**src/rtl/iobuf_bidir_ctrl.sv**
```systemverilog
// iobuf_bidir_ctrl: fabric-side direction control for an IOBUF-style bidirectional pad.
// Ports: C/R/CE clocking; TX_* valid/ready source; PAD_O/PAD_I/PAD_T primitive; RX_D/RX_VALID capture; BUSY.
module iobuf_bidir_ctrl #(
   parameter int WIDTH       = 1,
   parameter int TURN_CYCLES = 2
) (
   input  logic             C,
   input  logic             R,
   input  logic             CE,
   input  logic [WIDTH-1:0] TX_D,
   input  logic             TX_VALID,
   input  logic             TX_LAST,
   output logic             TX_READY,
   input  logic [WIDTH-1:0] PAD_O,
   output logic [WIDTH-1:0] PAD_I,
   output logic             PAD_T,
   output logic [WIDTH-1:0] RX_D,
   output logic             RX_VALID,
   output logic             BUSY
);

   typedef enum logic [1:0] {
      S_RX      = 2'd0,
      S_TURN_TX = 2'd1,
      S_TX      = 2'd2,
      S_TURN_RX = 2'd3
   } state_t;

   localparam logic [3:0] TURN_LD = 4'(TURN_CYCLES - 1);

   state_t     state, state_n;
   logic [3:0] cnt, cnt_n;
   logic       accept;

   // These four registers sit next to the pad so they can pack into IOB flops.
   logic [WIDTH-1:0] pad_i_q;
   logic             pad_t_q;
   logic [WIDTH-1:0] rx_d_q;
   logic             rx_valid_q;

   assign accept = TX_VALID & TX_READY & CE;

   always_ff @(posedge C) begin
      if (R) begin
         state <= S_RX;
         cnt   <= 4'd0;
      end else if (CE) begin
         state <= state_n;
         cnt   <= cnt_n;
      end
   end

   always_comb begin
      state_n = state;
      cnt_n   = cnt;
      unique case (state)
         S_RX: begin
            if (TX_VALID) begin
               state_n = S_TURN_TX;
               cnt_n   = TURN_LD;
            end
         end
         S_TURN_TX: begin
            if (cnt == 4'd0) state_n = S_TX;
            else             cnt_n   = cnt - 4'd1;
         end
         S_TX: begin
            if (accept && TX_LAST) state_n = S_TURN_RX;
         end
         S_TURN_RX: begin
            // The first cycle still drives the last word; the
            // high-Z gap only starts counting once the pad is released.
            if (!pad_t_q)           cnt_n   = TURN_LD;
            else if (cnt == 4'd0)   state_n = S_RX;
            else                    cnt_n   = cnt - 4'd1;
         end
         default: begin
            state_n = S_RX;
            cnt_n   = 4'd0;
         end
      endcase
   end

   always_comb begin
      TX_READY = (state == S_TX);
      BUSY     = (state != S_RX);
   end

   always_ff @(posedge C) begin
      if (R) begin
         pad_i_q    <= '0;
         pad_t_q    <= 1'b1;
         rx_d_q     <= '0;
         rx_valid_q <= 1'b0;
      end else if (CE) begin
         rx_valid_q <= (state == S_RX);
         if (state == S_RX) rx_d_q <= PAD_O;
         if (accept) begin
            pad_i_q <= TX_D;
            pad_t_q <= 1'b0;
         end else if (state == S_TURN_RX) begin
            pad_t_q <= 1'b1;
         end
      end
   end

   assign PAD_I    = pad_i_q;
   assign PAD_T    = pad_t_q;
   assign RX_D     = rx_d_q;
   assign RX_VALID = rx_valid_q;

endmodule
```
**config.mk**
```make
export PLATFORM = sky130hd
export DESIGN_NAME = iobuf_bidir_ctrl
export DESIGN_NICKNAME = d
export VERILOG_FILES = /design/src/rtl/iobuf_bidir_ctrl.sv
export SDC_FILE = /design/constraint.sdc
export NUM_CORES = 1
export LEC_CHECK = 0
export CORE_MARGIN = 1
export CORE_UTILIZATION = 40
export CTS_CLUSTER_DIAMETER = 120
export CTS_CLUSTER_SIZE = 10
export DETAILED_ROUTE_END_ITERATION = 6
export PLACE_DENSITY = 0.66
export SLEW_MARGIN = 20
export SYNTH_ARGS = -nofsm -noshare
export SYNTH_HDL_FRONTEND = slang
export SYNTH_SLANG_ARGS = --single-unit
```
**constraint.sdc**
```tcl
create_clock -name C -period 2.3 [get_ports C]
set_clock_uncertainty 0.1 [all_clocks]
set_input_delay 0.345 -clock C [delete_from_list [all_inputs] [get_ports C]]
set_output_delay 0.345 -clock C [all_outputs]
set_load 0.02 [all_outputs]
```
==> results of run 1 <==
synthesized netlist by cell type:
library cell	count	area, um^2
dfxtp_1	10	200
a21oi_1	6	30.0
inv_1	6	22.5
nor2_1	6	22.5
ha_1	5	62.6
nand2b_1	5	31.3
nand2_1	3	11.3
nand3_1	3	15.0
o21ai_0	3	15.0
or4_1	3	22.5
a21o_1	2	15.0
mux2i_1	2	20.0
a211oi_1	1	7.51
a311oi_1	1	8.76
and2_1	1	6.26
clkbuf_1	1	3.75
mux2_1	1	11.3
nand2b_2	1	8.76
nand3b_1	1	7.51
nand3b_2	1	11.3
nor2b_1	1	6.26
nor3_1	1	5.00
nor3b_4	1	18.8
o211a_1	1	10.0
o21a_1	1	7.51
or3_1	1	6.26
registers in the layout (all words and copies together), names as in the netlist:
signal / cells
RX_VALID: 1
RX_D: 1
state: 2
PAD_T: 1
cnt: 4
PAD_I: 1
critical path, cell delays in order (launching register included):
cell             delay, ns
dfxtp_1               0.38
inv_1                 0.08
ha_1                  0.26
inv_1                 0.07
clkdlybuf4s50_1       0.59
power by group through the flow:
stage / logic [mW] / clock network, mW / registers (mW)
after global placement: 0.121 / 0 / 0.196
after detailed placement: 0.122 / 0 / 0.196
after global routing: 0.133 / 0.177 / 0.194
after floorplan: 0.0760 / 0 / 0.199
final: 0.120 / 0.158 / 0.192
after CTS: 0.122 / 0.166 / 0.192
metal layers:
layer  global-route usage (%)  wire length (um)  up-vias
li1                         -                 -      270
met1                     18.5               556      233
met2                     22.2               497       13
met3                     5.00                50        2
met4                     12.5                13        0
met5                        0                 0        -
per-stage QoR:
stage          setup slack [ns]  cells  instance area (um^2)  hold WS, ns
6_report                  0.210     98                   758        0.382
5_1_grt                   0.116     98                   758        0.407
4_1_cts                   0.185     98                   758        0.379
3_5_place_dp              0.308     94                   722        0.365
3_3_place_gp              0.344     94                   722        0.347
2_1_floorplan             0.492     68                   587        0.346
final cells by class:
cell class              instances  share of cell area, %
inverters                       6                   2.97
multi-input cells              51                   47.5
clock buffers                   4                   4.79
flip-flops and latches         10                   26.4
well taps                      15                   2.48
repair buffers                 12                   15.8
worst min path at each step:
stage / from / to / slack, ns / cells past startpoint
after floorplan: cnt[0] / cnt[0] / 0.35 / 1
after global placement: RX_D / RX_D / 0.35 / 2
after detailed placement: RX_D / RX_D / 0.37 / 2
after CTS: RX_D / RX_D / 0.38 / 2
after global routing: RX_VALID / RX_VALID / 0.41 / 2
final: RX_D / RX_D / 0.38 / 2
logic make-up after synthesis:
logic type                 share of synthesized area [%]
buffers and inverters                               4.48
DFF                                                 34.1
muxes                                               5.33
and+or+nand+nor                                     29.4
adders and majority gates                           10.7
AOI/OAI and AO/OA                                   16.0
==> results.cfg, run 1 <==
[global_route]
grt_pass1_vias = 389
gr-total-overflow = 0
grt_max_degree = 12
antenna_found_initial = 0
grt_pass1_wl_um = 1550
grtUsageTotal_pct = 15.4

[flow_run]
drv_cap = 0

[power_and_ir_drop]
vdd_ir_drop_max_v = 0.000322
seqPwrFrac_pct = 40.9
p_leak_nw = 0.307
p_int_mw = 0.339
switchingPower_mw = 0.132
switching_share_pct = 28.0
clockPowerShare_pct = 33.6
p_comb_share_pct = 25.6
p_total_mw = 0.471
power.density_mw_per_mm2 = 621

[sta]
setup_viol = 0
period_needed_ns = 2.09
tns_ns = 0
hold_viol = 0
fin_crit_sh_pct = 90.9
max_freq_mhz = 479
relSlewSlack_pct = 74.7
grt_setup_unrepaired = false
worst_pin_slew_ns = 0.377
slew_viol_final = 0

[synth]
synth-seq-cells = 10
synth_fp_nets = 80
netlist_instances = 68
synth.avg_cell_area_um2 = 8.63
ys_seq_area_share_pct = 34.1
synth_cell_types = 26
netlist_area_um2 = 587
synth_warnings = 0

[detailed_routing]
drcViolationCount = 0
wire_per_inst_um = 11.4
finalWirelength_um = 1120
drtAntennaViolNets = 0
via_per_inst = 5.29
vias = 518
dr.pass1.iters = 4
drt-initial-drc-count = 10

[clock_tree]
clk_latency_ns = 0.26
cts_inserted_buffers = 3
clock_path_buffers = 2
h-tree-depth = 1
cts_tree = built
cts_sinks = 10
clockRootBuffer = clkbuf_4
hold_buffers = 0
cts.repair.resized = 0
post-cts-setup-buffer-count = 0
clk_pin_slew_worst_paths_ns = 0.07

[worst_setup_path]
reg2reg_depth = 5
worstReg2RegEnd = cnt[1]
r2r_start = state[0]
startpoint = state[0]
regToRegSetupSlack_ns = 0.46
endpoint = BUSY
worst-endpoint-arrival_ns = 1.64
path_class = register to output pin
worstSetupEndpointType = output pin
cp_max_fo = 5
required_ns = 1.86
cp-start-kind = register

[placed_design]
dp_hpwl_um = 859
globalplace.congestion = 0.719
io_buffers = 12

[floorplanning]
die_x_um = 40.3
die_height_um = 40.3
io_pins = 13
fp-row-count = 13
start_util_pct = 44.0
core_mm2 = 0.00133
die_area_mm2 = 0.00162

[final_layout]
utilization_pct = 56.8
fillers = 138
drive_gt1_share_pct = 8.43
final_common_cell = clkdlybuf4s50_1
regArea_um2 = 200
num-nets-final = 96
multiInputGateArea_um2 = 360
layout_common_cells = clkdlybuf4s50_1 (12), dfxtp_1 (10), inv_1 (6), a21oi_1 (6), nor2_1 (6)
antennaDiodeCount = 0
synthToLayoutAreaGrowth_pct = 29.2

[min_path]
hold_class = register to register

[outcome]
status = finished, final reports clean
No activity file was read; power rests on OpenSTA's default activity.
==> inputs of run 2 (changes only) <==
--- a/config.mk
+++ b/config.mk
@@ -15,3 +15,4 @@
 export SYNTH_ARGS = -nofsm -noshare
 export SYNTH_HDL_FRONTEND = slang
 export SYNTH_SLANG_ARGS = --single-unit
+export TNS_END_PERCENT = 30
==> results of run 2 <==
Final layout, timing and power as in run 1 (identical DEF).
